===== src/rtl/tlc_pkg.sv =====
// Shared definitions for the traffic-light lamp interface: error codes, lamp
// state encoding and the default phase durations used by tlc_top.
package tlc_pkg;

  localparam logic [2:0] ERR_NONE     = 3'd0;
  localparam logic [2:0] ERR_ONEHOT   = 3'd1;
  localparam logic [2:0] ERR_CONFLICT = 3'd2;
  localparam logic [2:0] ERR_SEQ      = 3'd3;
  localparam logic [2:0] ERR_TIMING   = 3'd4;
  localparam logic [2:0] ERR_STARVE   = 3'd5;

  localparam int DEF_LVALUE = 2;
  localparam int DEF_SVALUE = 4;

  typedef enum logic [1:0] {
    L_RED = 2'd0,
    L_GRN = 2'd1,
    L_YEL = 2'd2,
    L_BAD = 2'd3
  } lamp_t;

  function automatic lamp_t encode_lamp(input logic g, input logic y, input logic r);
    case ({g, y, r})
      3'b100:  return L_GRN;
      3'b010:  return L_YEL;
      3'b001:  return L_RED;
      default: return L_BAD;
    endcase
  endfunction

endpackage


===== src/rtl/tlc_road_checker.sv =====
// Per-road lamp checker: one-hot lamps, G->Y->R->G sequencing and minimum
// green/yellow durations. Error outputs are combinational on the current sample.
module tlc_road_checker
  import tlc_pkg::*;
#(
  parameter int LVALUE = DEF_LVALUE,
  parameter int SVALUE = DEF_SVALUE,
  parameter int CW     = 8
) (
  input  logic clk,
  input  logic reset,
  input  logic g,
  input  logic y,
  input  logic r,
  output logic onehot_err,
  output logic seq_err,
  output logic timing_err,
  output logic g2y
);

  lamp_t          cur;
  lamp_t          prev_q, prev_d;
  logic           valid_q, valid_d;
  logic [CW-1:0]  dur_q, dur_d;
  logic           both_ok;
  logic           legal;

  always_comb begin
    cur     = encode_lamp(g, y, r);
    prev_d  = cur;
    valid_d = 1'b1;
    // Duration is the number of consecutive samples in the current state.
    if (!valid_q || cur != prev_q) begin
      dur_d = CW'(1);
    end else if (dur_q == {CW{1'b1}}) begin
      dur_d = dur_q;
    end else begin
      dur_d = dur_q + CW'(1);
    end

    both_ok = valid_q && (cur != L_BAD) && (prev_q != L_BAD);
    case (prev_q)
      L_GRN:   legal = (cur == L_GRN) || (cur == L_YEL);
      L_YEL:   legal = (cur == L_YEL) || (cur == L_RED);
      L_RED:   legal = (cur == L_RED) || (cur == L_GRN);
      default: legal = 1'b1;
    endcase

    onehot_err = (cur == L_BAD);
    seq_err    = both_ok && !legal;
    g2y        = both_ok && (prev_q == L_GRN) && (cur == L_YEL);
    timing_err = (g2y && (dur_q < CW'(LVALUE))) ||
                 (both_ok && (prev_q == L_YEL) && (cur == L_RED) && (dur_q < CW'(SVALUE)));
  end

  always_ff @(posedge clk or negedge reset) begin
    if (!reset) begin
      prev_q  <= L_RED;
      valid_q <= 1'b0;
      dur_q   <= '0;
    end else begin
      prev_q  <= prev_d;
      valid_q <= valid_d;
      dur_q   <= dur_d;
    end
  end

endmodule


===== src/rtl/tlc_monitor.sv =====
// Lamp-interface monitor: flags the first protocol violation (sticky code),
// pulses on every violating cycle and counts legal highway G->Y transitions.
module tlc_monitor
  import tlc_pkg::*;
#(
  parameter int LVALUE   = DEF_LVALUE,
  parameter int SVALUE   = DEF_SVALUE,
  parameter int MAX_WAIT = 16,
  parameter int CW       = 8
) (
  input  logic          clk,
  input  logic          reset,
  input  logic          hg,
  input  logic          hy,
  input  logic          hr,
  input  logic          fg,
  input  logic          fy,
  input  logic          fr,
  input  logic          detect,
  output logic          err,
  output logic [2:0]    err_code,
  output logic          err_pulse,
  output logic [CW-1:0] hw_cycles
);

  logic hw_onehot, hw_seq, hw_timing, hw_g2y;
  logic fm_onehot, fm_seq, fm_timing, farm_g2y_unused;

  tlc_road_checker #(.LVALUE(LVALUE), .SVALUE(SVALUE), .CW(CW)) u_hw (
    .clk(clk), .reset(reset), .g(hg), .y(hy), .r(hr),
    .onehot_err(hw_onehot), .seq_err(hw_seq), .timing_err(hw_timing), .g2y(hw_g2y)
  );

  tlc_road_checker #(.LVALUE(LVALUE), .SVALUE(SVALUE), .CW(CW)) u_farm (
    .clk(clk), .reset(reset), .g(fg), .y(fy), .r(fr),
    .onehot_err(fm_onehot), .seq_err(fm_seq), .timing_err(fm_timing), .g2y(farm_g2y_unused)
  );

  logic          err_q, err_d;
  logic [2:0]    code_q, code_d;
  logic          pulse_q, pulse_d;
  logic [CW-1:0] hw_q, hw_d;
  logic [CW-1:0] wait_q, wait_d;
  logic          starve_cond, starve_err, conflict_err, any_err;
  logic [2:0]    code_now;

  always_comb begin
    conflict_err = !hr && !fr;
    starve_cond  = detect && !fg;
    // Starvation fires on the sample that brings the count to MAX_WAIT and
    // every following sample while the condition persists.
    starve_err   = starve_cond && (wait_q >= CW'(MAX_WAIT - 1));
    if (!starve_cond) begin
      wait_d = '0;
    end else if (wait_q >= CW'(MAX_WAIT)) begin
      wait_d = CW'(MAX_WAIT);
    end else begin
      wait_d = wait_q + CW'(1);
    end

    if (hw_onehot || fm_onehot)      code_now = ERR_ONEHOT;
    else if (conflict_err)           code_now = ERR_CONFLICT;
    else if (hw_seq || fm_seq)       code_now = ERR_SEQ;
    else if (hw_timing || fm_timing) code_now = ERR_TIMING;
    else if (starve_err)             code_now = ERR_STARVE;
    else                             code_now = ERR_NONE;
    any_err = (code_now != ERR_NONE);

    err_d   = err_q || any_err;
    code_d  = err_q ? code_q : code_now;
    pulse_d = any_err;
    hw_d    = (hw_g2y && hw_q != {CW{1'b1}}) ? hw_q + CW'(1) : hw_q;
  end

  always_ff @(posedge clk or negedge reset) begin
    if (!reset) begin
      err_q   <= 1'b0;
      code_q  <= ERR_NONE;
      pulse_q <= 1'b0;
      hw_q    <= '0;
      wait_q  <= '0;
    end else begin
      err_q   <= err_d;
      code_q  <= code_d;
      pulse_q <= pulse_d;
      hw_q    <= hw_d;
      wait_q  <= wait_d;
    end
  end

  assign err       = err_q;
  assign err_code  = code_q;
  assign err_pulse = pulse_q;
  assign hw_cycles = hw_q;

endmodule


===== config.mk =====
export PLATFORM = sky130hd
export DESIGN_NAME = tlc_monitor
export DESIGN_NICKNAME = d
export VERILOG_FILES = /design/src/rtl/tlc_pkg.sv /design/src/rtl/tlc_road_checker.sv /design/src/rtl/tlc_monitor.sv
export SDC_FILE = /design/constraint.sdc
export NUM_CORES = 1
export LEC_CHECK = 0
export ABC_AREA = 0
export CORE_MARGIN = 2
export CORE_UTILIZATION = 55
export CTS_CLUSTER_DIAMETER = 60
export DETAILED_ROUTE_END_ITERATION = 7
export GPL_TIMING_DRIVEN = 0
export PLACE_DENSITY = 0.77
export SYNTH_ARGS = -nofsm -noshare
export SYNTH_HDL_FRONTEND = slang
export SYNTH_SLANG_ARGS = --single-unit

===== constraint.sdc =====
create_clock -name clk -period 4.6 [get_ports clk]
set_input_delay 0.92 -clock clk [delete_from_list [all_inputs] [get_ports clk]]
set_output_delay 0.92 -clock clk [all_outputs]
set_load 0.02 [all_outputs]

# --- After elaboration in Yosys (flattened, before gate mapping) ---
# Cells that the tools add are included.
classes:
  mux: 15
  bitwise: 0
  multipliers: 0
  div: 0
  magnitude_cmp: 6
  n_addsub: 4
  n_eq_ne: 27
  n_reduce_logical: 47
  n_shift: 0
op_table:
  columns: ["op", "n"]
  rows:
  - ["8-bit two-way mux", 6]
  - ["8-bit by 1-bit adder with 8-bit output (second input constant)", 4]
  - ["1-bit logical AND", 22]
  - ["8-bit equality test (second input constant)", 2]
  - ["8-bit by 2-bit less-than comparator with 1-bit output (second input constant)", 2]
  - ["8-bit by 3-bit less-than comparator with 1-bit output (second input constant)", 2]
  - ["3-bit two-way mux", 5]
  - ["1-bit logical OR", 14]
  - ["2-bit equality test (second input constant)", 6]
  - ["2-bit case mux with 3 select lines", 2]
  - ["2-bit by 1-bit equality test with 1-bit output (second input constant)", 4]
  - ["8-bit by 4-bit >= comparator with 1-bit output (second input constant)", 1]
  - ["8-bit by 5-bit >= comparator with 1-bit output (second input constant)", 1]
  - ["2-bit logical NOT", 4]
  - ["2-bit != test (second input constant)", 4]
  - ["8-bit != test (second input constant)", 1]
  - ["3-bit by 1-bit equality test with 1-bit output (second input constant)", 2]
  - ["3-bit by 2-bit equality test with 1-bit output (second input constant)", 2]
  - ["3-bit equality test (second input constant)", 2]
  - ["1-bit logical NOT", 6]
  - ["1-bit case mux with 3 select lines", 2]
  - ["2-bit by 1-bit != test with 1-bit output (second input constant)", 2]
  - ["2-bit != test", 2]
  - ["3-bit nonzero test", 1]
totals:
  inputBits: 9
  mem_count: 0
  register_bits: 42
  rom_bits: 0
  ram_bits: 0
  latchBits: 0
  output_inout_bits: 13
  elab_cells: 109

# --- Longest topological paths before layout ---
# Gate-level depths: netlist of run 1.
logic_depth:
  ltp_word: 16
  mapped_depth: 10
  mapped_depth_nobuf: 8

# --- Cells and area by module ---
# A second synthesis of run 1 with hierarchy kept.
hier_totals:
  hier_cells: 244
  area_unflattened_um2: 2418.6
modules_own_cells:
  columns: ["module", "cells_each", "instances", "area_each_um2", "seq_area_each_um2"]
  rows:
  - ["tlc_road_checker", 79, 2, 737.0, 275.3]
  - ["tlc_monitor", 86, 1, 944.7, 525.5]

# --- Least setup slack after synthesis of run 1 ---
# OpenSTA, ideal clock, no wires.
synth_path:
  path_kind: "input to register"
  startpoint: "input hr"
  endpoint: "register hw_q[5] (netlist: hw_cycles[5])"
  t_required_ps: 4520
  stages: 10
  arrival_time_ps: 2526
  path_slack_ps: 1994
  path_buffers: 2
  cell_sequence: "buf_4 -> xnor2_1 -> nor2_1 -> ha_1 -> and3b_1 -> o21ai_0 -> or3_1 -> buf_2 -> nor3_2 -> xor2_1"
synth_via:
  elab_chain_cells: 8
synth_rtl:
  columns: ["element", "line_no", "rtl"]
  rows:
  - ["from (decl)", "tlc_monitor.sv:15", "input logic hr,"]
  - ["3-bit by 1-bit equality test with 1-bit output, or another cell as far along", "tlc_pkg.sv:23", "case ({g, y, r})"]
  - ["2-bit case mux with 3 select lines (*)", "tlc_pkg.sv:23", null]
  - ["2-bit != test", "tlc_road_checker.sv:41", "both_ok = valid_q && (cur != L_BAD) && (prev_q != L_BAD);"]
  - ["1-bit logical AND (2 in series)", "tlc_road_checker.sv:41", null]
  - ["1-bit logical AND", "tlc_road_checker.sv:51", "g2y = both_ok && (prev_q == L_GRN) && (cur == L_YEL);"]
  - ["1-bit logical AND (*)", "tlc_road_checker.sv:51", null]
  - ["1-bit logical AND (*)", "tlc_monitor.sv:72", "hw_d = (hw_g2y && hw_q != {CW{1'b1}}) ? hw_q + CW'(1) : hw_q;"]
  - ["to (signal assigned)", "tlc_monitor.sv:86", "hw_q <= hw_d;"]
  - ["to (decl)", "tlc_monitor.sv:42", "logic [CW-1:0] hw_q, hw_d;"]
# Every way passes the cells marked *; elsewhere a longest branch is shown, timed or not.
# A chain may end at the register's enable or synchronous reset.

# --- Worst setup path in the final report of run 1 ---
layout_path:
  startpoint: "input hr"
  endpoint: "register code_q[2] (netlist: err_code[2])"
layout_via:
  elab_chain_cells: 14
layout_rtl:
  columns: ["element", "line_no", "rtl"]
  rows:
  - ["3-bit by 1-bit equality test with 1-bit output, or another cell as far along", "tlc_pkg.sv:23", null]
  - ["2-bit case mux with 3 select lines", "tlc_pkg.sv:23", null]
  - ["2-bit != test", "tlc_road_checker.sv:41", null]
  - ["1-bit logical AND (2 in series)", "tlc_road_checker.sv:41", null]
  - ["1-bit logical AND, on equally long branches (2 in series)", "tlc_road_checker.sv:51, tlc_road_checker.sv:53", null]
  - ["1-bit logical AND, on equally long branches", "tlc_road_checker.sv:52, tlc_road_checker.sv:53", null]
  - ["1-bit logical OR", "tlc_road_checker.sv:52", "timing_err = (g2y && (dur_q < CW'(LVALUE))) ||"]
  - ["1-bit logical OR", "tlc_monitor.sv:64", "else if (hw_timing || fm_timing) code_now = ERR_TIMING;"]
  - ["3-bit two-way mux", "tlc_monitor.sv:64", null]
  - ["3-bit two-way mux", "tlc_monitor.sv:63", "else if (hw_seq || fm_seq) code_now = ERR_SEQ;"]
  - ["3-bit two-way mux", "tlc_monitor.sv:62", "else if (conflict_err) code_now = ERR_CONFLICT;"]
  - ["3-bit two-way mux (*)", "tlc_monitor.sv:61", "if (hw_onehot || fm_onehot) code_now = ERR_ONEHOT;"]
  - ["to (signal assigned)", "tlc_monitor.sv:84", "code_q <= code_d;"]
  - ["to (decl)", "tlc_monitor.sv:40", "logic [2:0] code_q, code_d;"]
# Marks and branches as above.

==> metrics, run 1 <==
post-CTS sizing=0; Synth Area per Inst=9.628 um^2; Async S/R FF share, synth=1.000; sw power=0.0001967 W; setup TNS=0 ps; maximum VDD drop=0.1948 mV; Die W=about 68 um; clock root buffer=clkbuf_8; Post-synth EDFFs=0; final worst-path setup slack=1994 ps; switching share of power=0.2312; mux contribution to synthesized area=0.004462; RSZ-0062 raised after global routing=no; fin crit share=0.5666; top layer in use=met4; number of global-route vias before repair=1745; Synth Area in Simple Gates=0.2566; Final nets=approximately 270; Power, Total=around 0.00085 W; antenna violations before repair=0; row count=23; Final GP Congestion=0.8342; Sequential Area=1051 um^2; Post-CTS Setup Bufs=0; global-route wire length before repair=7562 um; die height=67.87 um; met1 wire length=2033 um; number of primary I/O pins=22; Final HPWL DP=2941 um; Num CTS Buffers=5; compound-cell area share of the yosys netlist=0.1037; post-route core utilization=0.6601; clock latency on the worst-skew pair=300 ps; critical path type=in -> reg; Rel. slew slack=0.6459; Fillers=326; Distinct cells, synth=47; post-synthesis adder-cell area fraction=0.03904; critical path arrival=2790 ps; Reg clk slew, reported paths=80 ps; Area Growth Syn to Fin=16.84%; gr usage total=0.2181; Hold WC Path Type=in -> async; CTS tree=built; number of hold buffers added after CTS=0; CP required=4780 ps; Max Transition Viols Final=0; Total Wirelength=roughly 4200 um; Int Pwr=0.0006541 W; clk sinks=between 40 and 50; most frequent cells in the layout=dfrtp_1 (42), nor2_1 (29), nand2_1 (16), nand3_1 (14), clkdlybuf4s50_1 (14); min Tclk post-route=around 2600 ps; crit end category=register; drt wl/cell=13.72 um; max-cap violations=0; Seq pwr share=0.467; Core ar.=3971 um^2; sequential area share after synthesis=0.4685; drt via density=5.605; Clock Power Share=0.422; CTS H-tree lvls=2; fraction of synthesized cell area in xor and xnor cells=0.08979; area of the multi-input gates=~1100 um^2; Worst Setup Start Kind=input port; Synth warnings=0; Met2 Wirelength=1996 um; Tightest Pin Transition=526.3 ps; clock tree buffer depth=2; Initial DRT Pass Iterations=4; Met3 Wirelength=133 um; clk_skew=11.30 ps; power per cell area=between 300 and 400 nW/um^2; combinational power share=0.111; Placement Setup Slack=1731 ps; largest net degree at the start of global routing=41; Antenna Cells=0; status=finished, final reports clean; Setup-failing EPs final=0; Initial Util=0.5649; register bit total from synthesis=42; commonest non-fill, non-tap cell in the layout=dfrtp_1; Post-Syn Area=2243 um^2; initial DRC count=roughly 130; main combinational cell family by area after synthesis=simple AND/OR/NAND/NOR gates; Synth Instances=233; residual DRC count=0; Top FF cell, synth=dfrtp_1; IO Port Bufs=15; grt ovf=0; Vias=1732; ANT nets after route=0; Fin. Hold Viols=0; leakage=1.142 nW; Die Footprint=4606 um^2; critical path peak fanout=10; share of layout cells above drive strength 1=0.08494; Peak Freq=0.3837 GHz
[cell usage after synthesis, types with 3 or more instances]
master	number	area share
ha_1	7	0.039
o21ai_0	6	0.013
nand2_1	16	0.027
buf_2	4	0.0089
xnor2_1	11	0.043
nor3b_1	4	0.013
a21oi_1	6	0.013
nand3_1	14	0.031
a211oi_1	5	0.017
nor3_2	3	0.013
nor3_1	7	0.016
and3_1	4	0.011
dfrtp_1	42	0.47
nand2b_1	6	0.017
nor4_1	5	0.014
nor2_1	29	0.049
nand4_1	8	0.022
inv_1	9	0.015
a21o_1	3	0.010
xor2_1	12	0.047
[registers in the layout (all words and copies together), names as in the netlist, 2 cells and up]
register / cells
u_farm.dur_q: 8
err_code: 3
u_farm.prev_q: 2
u_hw.prev_q: 2
wait_q: 8
u_hw.dur_q: 8
hw_cycles: 8
[kinds of logic (layout without fill, tap and decap cells)]
group,after synthesis,after routing
buffers and inverters,17,41
DFF,42,42
AOI/OAI and AO/OA,33,33
other,2,4
and+or+nand+nor,108,108
muxes,1,1
xor gates and xnor gates,23,23
adders and majority gates,7,7
[per-stage QoR]
step           std cells  hold WS, ps  instance area [um^2]
2_1_floorplan        235        454.2                  2251
3_3_place_gp         300        474.7                  2464
3_5_place_dp         301        482.3                  2479
4_1_cts              309        408.8                  2621
5_1_grt              309        406.4                  2621
6_report             309        413.7                  2621
[worst paths after layout]
kind,end,cells after the start,from,slack (ps)
max,err_code[2],9,hr,1990
min,wait_q[0],1,reset,410
max reg2reg,err_code[2],5,u_hw.dur_q[2],2680
min reg2reg,wait_q[0],1,wait_q[0],490
max in group asynchronous,u_hw.dur_q[7],2,reset,3780
min in group clk,wait_q[0],1,wait_q[0],490
[critical path, stage by stage]
cell     delay, ps
buf_4          150
xnor2_1        150
nor2_1         230
ha_1           180
and3b_1        170
a32oi_1         50
nor4_1         420
nor3_1         170
o41ai_1        340
[area by class of cell]
cell class              instances  share of cell area
plain buffers                   8             0.01671
clock inverters                 2             0.02291
inverters                       9             0.01289
multi-input cells             176              0.4282
clock buffers                   6             0.03150
well taps                      50             0.02387
flip-flops and latches         42              0.4010
repair buffers                 16             0.06301
[power by group through the flow]
stage / combinational (W) / clock (W) / sequential [W]
floorplan: 0.0000611 / 0 / 0.000405
global placement: 0.0000903 / 0 / 0.000404
detailed placement: 0.0000947 / 0 / 0.000404
CTS: 0.0000954 / 0.000366 / 0.000397
global route: 0.000107 / 0.000386 / 0.000400
finish: 0.0000944 / 0.000359 / 0.000398
[routing by layer]
metal  vias up  global-route usage
met5         -                   0
met4         0             0.08000
met3         7             0.04441
met2        24              0.3627
met1       830              0.2822
li1        871                   -
(Power assumes the default switching activity.)
==> inputs of run 2 (changes only) <==
==> constraint.sdc (replaced) <==
create_clock -name clk -period 2.63 [get_ports clk]
set_input_delay 0.526 -clock clk [delete_from_list [all_inputs] [get_ports clk]]
set_output_delay 0.526 -clock clk [all_outputs]
set_load 0.02 [all_outputs]
==> results of run 2 <==
Same layout as run 1 (identical final DEF). Status: finished, final reports clean.
Among the figures that moved: setup slack after placement 1731 ps -> 155.4 ps; setup slack after layout 1994 ps -> 417.8 ps; hold slack 413.7 ps -> 19.73 ps; register-to-register setup slack 2680 ps -> 710 ps; total power 0.0008508 W -> 0.001488 W; worst IR drop on VDD 0.1948 mV -> 0.3408 mV
